<file path="config.mk">
export PLATFORM = sky130hd
export DESIGN_NAME = branch_stall_ctrl
export DESIGN_NICKNAME = d
export VERILOG_FILES = /design/src/rtl/branch_stall_ctrl.sv
export SDC_FILE = /design/constraint.sdc
export NUM_CORES = 1
export LEC_CHECK = 0
export CORE_MARGIN = 5
export CORE_UTILIZATION = 45
export DETAILED_ROUTE_END_ITERATION = 8
export PLACE_DENSITY = 0.74
export SKIP_CTS_REPAIR_TIMING = 1
export SYNTH_ARGS = -nofsm -noshare
export SYNTH_HDL_FRONTEND = slang
export SYNTH_SLANG_ARGS = --single-unit
</file>
<file path="constraint.sdc">
create_clock -name clk -period 2.3 [get_ports clk]
set_clock_uncertainty 0.2 [all_clocks]
set_input_delay 0.46 -clock clk [delete_from_list [all_inputs] [get_ports clk]]
set_output_delay 0.46 -clock clk [all_outputs]
set_load 0.005 [all_outputs]
</file>
<file path="src/rtl/branch_stall_ctrl.sv">
// branch_stall_ctrl: turns ID-stage branch hazard codes into pipeline enables,
// bubbles, flushes and one-cycle WB forward selects; keeps stall/flush counters
// and a sticky stall watchdog.
// Ports: clk, rst_n (async active-low); signalA/signalB operand forwarding codes
// (5 = load, needs stall); ex_load_use (load in ID/EX); branch_taken, jump;
// pc_en, if_id_en, if_id_flush, id_ex_bubble, fwd_wb_a, fwd_wb_b;
// stall_cnt, flush_cnt (saturating); hazard_err (sticky).
module branch_stall_ctrl #(
   parameter int CNT_W     = 16,
   parameter int MAX_STALL = 4
) (
   input  logic             clk,
   input  logic             rst_n,
   input  logic [2:0]       signalA,
   input  logic [2:0]       signalB,
   input  logic             ex_load_use,
   input  logic             branch_taken,
   input  logic             jump,
   output logic             pc_en,
   output logic             if_id_en,
   output logic             if_id_flush,
   output logic             id_ex_bubble,
   output logic             fwd_wb_a,
   output logic             fwd_wb_b,
   output logic [CNT_W-1:0] stall_cnt,
   output logic [CNT_W-1:0] flush_cnt,
   output logic             hazard_err
);
   typedef enum logic [1:0] {RUN = 2'd0, EXWAIT = 2'd1, LWAIT = 2'd2} state_t;
   state_t     state, state_nx;
   logic       cap_a, cap_b, ld_a, ld_b, ld, redirect, stall;
   logic [3:0] run_cnt, run_nx;
   always_comb begin
      ld_a         = signalA == 3'd5;
      ld_b         = signalB == 3'd5;
      ld           = ld_a | ld_b;
      redirect     = branch_taken | jump;
      // in LWAIT the load already reached WB, so ex_load_use no longer applies
      stall        = (state == LWAIT) ? ld : (ex_load_use | ld);
      pc_en        = ~stall;
      if_id_en     = ~stall;
      id_ex_bubble = stall;
      if_id_flush  = ~stall & redirect;
      fwd_wb_a     = (state == LWAIT) & cap_a;
      fwd_wb_b     = (state == LWAIT) & cap_b;
      state_nx     = (state != LWAIT && ex_load_use) ? EXWAIT : ld ? LWAIT : RUN;
      run_nx       = stall ? ((run_cnt == 4'hF) ? run_cnt : run_cnt + 4'd1) : 4'd0;
   end
   always_ff @(posedge clk or negedge rst_n) begin
      if (!rst_n) begin
         state      <= RUN;
         cap_a      <= 1'b0;
         cap_b      <= 1'b0;
         run_cnt    <= 4'd0;
         hazard_err <= 1'b0;
         stall_cnt  <= '0;
         flush_cnt  <= '0;
      end else begin
         state   <= state_nx;
         cap_a   <= (state_nx == LWAIT) & ld_a;
         cap_b   <= (state_nx == LWAIT) & ld_b;
         run_cnt <= run_nx;
         if (run_nx >= 4'(MAX_STALL))
            hazard_err <= 1'b1;
         if (id_ex_bubble && !(&stall_cnt))
            stall_cnt <= stall_cnt + CNT_W'(1);
         if (if_id_flush && !(&flush_cnt))
            flush_cnt <= flush_cnt + CNT_W'(1);
      end
   end
endmodule

</file>
# Word level (Yosys, flattened, before mapping)
# Index checks and enable logic that the tools add are counted.
# classes
n_addsub	3
order_cmp	1
n_eq_ne	6
muxes	5
bitwise	9
n_reduce_logical	7
# ops
operator	count
16-bit by 1-bit adder with 16-bit output, second input constant	2
16-bit AND reduction	2
4-bit 2-to-1 mux	2
3-bit == test, second input constant	2
1-bit AND	5
4-bit by 1-bit adder with 4-bit output, second input constant	1
2-bit == test, second input constant	2
4-bit == test, second input constant	1
4-bit by 3-bit greater-or-equal comparator with 1-bit output, second input constant	1
2-bit 2-to-1 mux	2
1-bit logical AND	3
1-bit OR	3
1-bit zero test	2
2-bit != test, second input constant	1
1-bit 2-to-1 mux	1
1-bit inverter	1
# totals
ff_bits	41
inputBits	11
out_inout_bits	39
wordCells	38

# Logic depth before layout (Yosys ltp)
# Gate-level depths: netlist of the first run.
# depth
word_depth	7
depth_mapped	8
mapped_depth_nobuf	6

# Worst setup path before layout of the first run
# Ideal clock, no wire load.
# synth_path
path_kind	input-to-reg
startpoint	in signalB[1]
endpoint	reg stall_cnt[1]
setup_time_ns	0.128
arrival_time_ns	1.541
required_ns	1.972
slack_ns	0.431
stages	5
path_buffers	1
cell_sequence	nand3b_1 > o211a_4 > buf_12 > a21oi_2 > mux2_1
# synth_between
elab_chain_cells	5
# synth_lines
item	line_no	text
start: declaration	15	input logic [2:0] signalB,
3-bit == test *	35	ld_b = signalB == 3'd5;
1-bit OR *	36	ld = ld_a | ld_b;
1-bit OR	39	stall = (state == LWAIT) ? ld : (ex_load_use | ld);
1-bit 2-to-1 mux *	39	
1-bit logical AND *	65	if (id_ex_bubble && !(&stall_cnt))
end signal: assignment	66	stall_cnt <= stall_cnt + CNT_W'(1);
end: declaration	25	output logic [CNT_W-1:0] stall_cnt,
# Mark *: on every way between the ends. The rest lies on a longest branch, timed or not.
# A chain may end at the register's enable or synchronous reset.

# Worst setup path in the final report of the first run
# layout_path
startpoint	in signalB[1]
endpoint	reg stall_cnt[11]
# The elaborated chain is that of the path after synthesis.

==> results.py, run 1 <==
metrics = {
    "final_layout": {
        "instances_no_fill": 296,
        "diodes": 0,
        "fin_util": 0.6311,
        "drive_gt1_frac": 0.1475,
        "nets": 258,
        "area_growth_pct": 36.31,
    },
    "place": {
        "dp_cells": 286,
        "port_buffers": 49,
        "dp_slack_ps": -315.6,
        "gp_congestion": 0.7311,
        "dp_hpwl_mm": 3.075,
    },
    "critical_path": {
        "start_kind": "input port",
        "cpPeakStageDelay_ps": 380,
        "arrival_ps": 2280,
        "cp_cell_sequence": "clkdlybuf4s50_1 -> nand3b_1 -> o211a_4 -> buf_6 -> buf_4 -> buf_4 -> a2111oi_4 -> nand4_1 -> xnor2_1",
        "critPathMaxFanout": 4,
        "worstRegToRegCells": 8,
        "crit_required_ps": 2280,
        "critPathTopFamily": "buffers and inverters",
        "worst-setup-path-type": "input port to flip-flop",
        "slowest_stage": "clkdlybuf4s50_1",
        "cp-end-kind": "flip-flop",
        "cp_num_buf_inv": 4,
        "cp_num_cells": 9,
        "cpMostUsedCell": "buf_4",
    },
    "timing": {
        "finalHoldViolCount": 0,
        "slew_violations": 0,
        "finalCritPeriodShare": 0.9985,
        "fin_setup_tns_ps": 0,
        "relSlewSlack": 0.6551,
        "timing.fmax_mhz": 435.4,
        "fin_ws_ps": 3.454,
        "finalCriticalPeriod_ps": 2297,
        "finalSetupViolCount": 0,
        "worst_pin_slew_ps": 517.4,
        "rsz0062_at_grt": "yes",
    },
    "pwr": {
        "power_leakage_nw": 1.160,
        "powerDensity_nw_per_um2": 778.0,
        "total_power_mw": 2.123,
        "vdd_drop_max_mv": 0.4862,
    },
    "detailed_routing": {
        "firstDrtPassIters": 4,
        "met2_length_mm": 1.923,
        "met1Wirelength_mm": 1.850,
        "vias": 1538,
        "drtIter0Drc": 45,
        "drt-wirelength-per-cell_um": 13.71,
        "vias_per_cell": 5.196,
        "top_layer": "met4",
        "routed_wl_mm": 4.058,
        "ant_nets": 0,
        "routed-wl-met3_um": 213,
        "remaining_drc_errors": 0,
    },
    "cts": {
        "htreeDepth": 2,
        "cts_sinks": 41,
        "path_clk_slew_ps": 80,
        "clockBufferDepth": 2,
        "cts_tree": "built",
        "cts-buffers-inserted": 5,
        "clk_latency_ps": 290,
        "clock-root-buffer": "clkbuf_8",
    },
    "outcome": {
        "status": "finished clean",
    },
    "die": {
        "dieArea_um2": 5883,
        "core_um2": 4324,
        "start_util": 0.4630,
        "die_h_um": 76.70,
        "die_w_um": 76.70,
        "pin_count": 50,
        "std_cell_rows": 24,
    },
    "grt": {
        "grt_max_degree": 23,
        "grt_pass1_wl_mm": 7.210,
        "grt-ovfl-total": 0,
        "grt_pass1_vias": 1501,
        "grt_usage": 0.1482,
        "antenna_found_initial": 0,
    },
    "synthesis": {
        "ys_types": 37,
        "syn-num-nets": 189,
        "synth.avg_cell_area_um2": 11.44,
        "ys_seq_area_frac": 0.5125,
        "netlist_instances": 175,
        "synth_warnings": 0,
        "netlist_area_um2": 2002,
        "synth_seq_cells": 41,
    },
    "run": {
        "drv_cap": 0,
    },
    "worst_hold_path": {
        "hold_path_class": "flip-flop to flip-flop",
        "whs_path_depth": 1,
    },
}
==> sequential cells by signal, indices dropped and copies added, names as in the netlist <==
name	count
cap_a	1
state	2
stall_cnt	16
run_cnt	4
flush_cnt	16
cap_b	1
hazard_err	1
==> cells in the mapped netlist, drive strengths merged <==
library cell / number / share of area
nor4: 2 / 0.014
o21bai: 1 / 0.0038
and4: 1 / 0.0044
nor2: 21 / 0.039
nand4: 15 / 0.050
ha: 3 / 0.019
mux2: 2 / 0.011
nand2: 11 / 0.021
mux2i: 1 / 0.0050
nand2b: 1 / 0.0031
nand3b: 2 / 0.0075
a211oi: 1 / 0.0038
nor4b: 1 / 0.012
dfrtp: 41 / 0.51
o211a: 1 / 0.0088
a2111oi: 1 / 0.014
a31oi: 1 / 0.0031
nor3: 3 / 0.016
nand3: 17 / 0.045
xnor2: 27 / 0.12
buf: 3 / 0.019
a21oi: 3 / 0.0094
and3: 4 / 0.012
and2: 3 / 0.0094
xor2: 4 / 0.017
inv: 3 / 0.0081
nor2b: 2 / 0.014
==> final timing paths <==
kind / start / end / slack, ps
hold reg to reg: hazard_err / hazard_err / 280
setup reg to reg: state[1] / stall_cnt[11] / 230
max in group asynchronous: rst_n / cap_a / 860
setup / recovery: signalB[1] / stall_cnt[11] / 3
min in group asynchronous: rst_n / stall_cnt[4] / 480
hold / removal: hazard_err / hazard_err / 280
==> worst reg2reg max path, delay by kind of cell, from the launching register on <==
family | cells | cell delay [ps]
buffers and inverters | 3 | 410
DFF | 1 | 360
AOI/OAI and AO/OA | 2 | 540
and+or+nand+nor | 2 | 310
xor gates and xnor gates | 1 | 150
==> cell type report <==
cell class,count,area [µm²]
fill,369,1595
tap,52,65.06
sequential,41,1026
clock buffer,7,86.33
multi-input combinational,128,920.9
timing repair buffer,65,614.3
inverter,3,16.27
==> power breakdown <==
group | switching [mW] | total [mW] | internal, mW | leakage, nW
sequential | 0.187 | 1.04 | 0.854 | 0.538
clock | 0.236 | 0.475 | 0.238 | 0.0443
combinational | 0.224 | 0.607 | 0.383 | 0.577
==> kinds of logic after synthesis <==
group,after synthesis,share of synthesized area
muxes,3,0.01625
adders and majority gates,3,0.01875
xor gates and xnor gates,31,0.1356
AOI/OAI and AO/OA,8,0.04251
DFF,41,0.5125
buffers and inverters,6,0.02750
and+or+nand+nor,83,0.2469
==> layout by cell type, fill, tap and decap left out, types with 2 or more instances in the layout <==
master,count
nand3_1,16
clkdlybuf4s50_1,44
nand4_1,14
nor2b_4,2
dfrtp_1,41
xnor2_1,27
nand3b_1,2
and3_1,4
inv_1,2
clkbuf_8,6
dlymetal6s2s_1,3
xor2_1,4
nand2_1,11
and2_1,3
nor2_1,21
buf_4,14
ha_1,3
a21oi_1,2
==> through the flow <==
step | instance area [µm²] | hold WS, ps
floorplan | 2002 | -35.59
detailed placement | 2611 | 265.3
global placement | 2611 | 266.4
CTS | 2698 | -45.06
finish | 2729 | 283.3
global route | 2729 | 318.1
==> per-layer routing <==
layer  up-vias  track usage
met5         -            0
met4         0      0.05245
met2        46       0.2292
li1        750            -
met1       736       0.1971
met3         6      0.04333
Power figures use the tool's default switching activity.
==> inputs of run 2 (changes only) <==
Settings changed: GPL_ROUTABILITY_DRIVEN set to 0, GPL_TIMING_DRIVEN set to 0.
==> run 2 against run 1 <==
Compared with the run above:
- total power is 0.45% higher
- combinational power is 3.5% higher
- highest routed layer unchanged
- critical endpoint is now if_id_flush
- flip-flop and latch count stayed put
- count of clock-buffer cells in the layout is 1 lower
- cell count is 0.68% lower
- design area is 1.1% higher
==> results.py, run 2 (synthesized netlist as in run 1, its figures left out) <==
metrics = {
    "outcome": {
        "status": "finished clean",
    },
    "critical_path": {
        "cp-end-kind": "output pin",
        "start_kind": "input port",
        "critPathMaxFanout": 4,
        "arrival_ps": 1550,
        "worst-setup-path-type": "input port to output pin",
        "crit_required_ps": 1640,
    },
    "cts": {
        "htreeDepth": 2,
        "clockBufferDepth": 2,
        "cts-buffers-inserted": 5,
        "clock-root-buffer": "clkbuf_8",
        "path_clk_slew_ps": 80,
        "clk_latency_ps": 290,
        "cts_tree": "built",
        "cts_sinks": 41,
    },
    "detailed_routing": {
        "ant_nets": 0,
        "drt-wirelength-per-cell_um": 14.29,
        "vias": 1513,
        "top_layer": "met4",
        "firstDrtPassIters": 4,
        "vias_per_cell": 5.146,
        "drtIter0Drc": 46,
        "met2_length_mm": 2.073,
        "met1Wirelength_mm": 1.858,
        "remaining_drc_errors": 0,
        "routed_wl_mm": 4.200,
        "routed-wl-met3_um": 194,
    },
    "pwr": {
        "pwr-share-clk": 0.215,
        "p_switching_mw": 0.6794,
        "p_int_mw": 1.453,
        "power_leakage_nw": 1.216,
        "p_sw_frac": 0.3186,
        "seqPwrFrac": 0.490,
        "combPwrFrac": 0.294,
        "vdd_drop_max_mv": 0.4390,
        "powerDensity_nw_per_um2": 773.0,
        "total_power_mw": 2.133,
    },
    "place": {
        "port_buffers": 49,
        "dp_slack_ps": -416.9,
        "dp_hpwl_mm": 2.987,
    },
    "final_layout": {
        "num-fill-cells": 369,
        "largestRegisters": "flush_cnt x16, stall_cnt x16, run_cnt x4",
        "nets": 255,
        "area_growth_pct": 37.81,
        "diodes": 0,
        "fin_util": 0.6380,
        "drive_gt1_frac": 0.1488,
        "final_common_cell": "dfrtp_1",
        "final_cell_mix": "dfrtp_1 (41), clkdlybuf4s50_1 (37), xnor2_1 (27), nor2_1 (21), nand3_1 (16)",
    },
    "timing": {
        "finalCriticalPeriod_ps": 2207,
        "slew_violations": 0,
        "finalCritPeriodShare": 0.9595,
        "hold_slack_ps": 277.9,
        "fin_ws_ps": 93.19,
        "finalSetupViolCount": 0,
        "timing.fmax_mhz": 453.1,
        "finalHoldViolCount": 0,
        "relSlewSlack": 0.6531,
        "rsz0062_at_grt": "no",
        "worst_pin_slew_ps": 518.4,
    },
    "grt": {
        "grt_usage": 0.1473,
        "grt_pass1_wl_mm": 7.031,
        "grt_pass1_vias": 1461,
        "grt_max_degree": 31,
        "antenna_found_initial": 0,
        "grt-ovfl-total": 0,
    },
    "run": {
        "drv_cap": 0,
    },
    "die": {
        "dieArea_um2": 5883,
        "start_util": 0.4630,
        "die_h_um": 76.70,
        "die_w_um": 76.70,
        "core_um2": 4324,
        "std_cell_rows": 24,
        "pin_count": 50,
    },
    "worst_hold_path": {
        "hold_path_class": "input port to flip-flop",
    },
}
-- run 2: cell count changes in the layout (fill, tap and decap cells not counted), sizes merged --
cell           before  now
clkdlybuf4s50      44   37
dlymetal6s2s        3    9
clkinv              0    3
buf                16   14
clkbuf              8    7
inv                 3    2
-- run 2: layer usage --
| layer | vias to the layer above | global-route usage |
|---|---|---|
| met5 | - | 0 |
| met4 | 0 | 0.07517 |
| met3 | 7 | 0.03630 |
| met2 | 41 | 0.2267 |
| met1 | 726 | 0.1914 |
| li1 | 739 | - |
-- run 2: final timing paths --
path	from	to	slack (ps)	cells past startpoint
worst min register to register	hazard_err	hazard_err	290	1
worst max register to register	state[1]	stall_cnt[1]	170	7
max in group asynchronous	rst_n	flush_cnt[8]	1080	3
min in group asynchronous	rst_n	cap_b	380	2
worst max-delay path	branch_taken	if_id_flush	90	4
worst min-delay path	ex_load_use	state[0]	280	3
-- run 2: critical path, cell delays in order --
cell             delay, ps
clkdlybuf4s50_1        420
nor2_1                 410
nor2_1                  90
dlymetal6s2s_1         170
-- run 2: area by class of cell --
cell class,instances,area (µm²),area share
Sequential cell,41,1026,0.3719
Timing Repair Buffer,59,601.8,0.2181
Clock buffer,6,72.57,0.02630
Multi-Input combinational cell,128,920.9,0.3338
Inverter,3,23.77,0.008617
Buffer,3,38.79,0.01406
Tap cell,52,65.06,0.02358
Clock inverter,2,10.01,0.003628
-- run 2: power by group through the flow --
stage	clock [mW]	sequential (mW)	combinational, mW
after global placement	0	1.06	0.593
final	0.459	1.05	0.628
after CTS	0.471	1.04	0.618
after detailed placement	0	1.06	0.616
after global routing	0.499	1.08	0.694
after floorplan	0	1.03	0.271
-- run 2: per-stage QoR --
stage	instance area (µm²)	setup TNS, ps	instances
2_1_floorplan	2002	0	175
3_3_place_gp	2557	-22540	276
3_5_place_dp	2572	-3406	277
4_1_cts	2655	-1392	285
5_1_grt	2759	0	294
6_report	2759	0	294
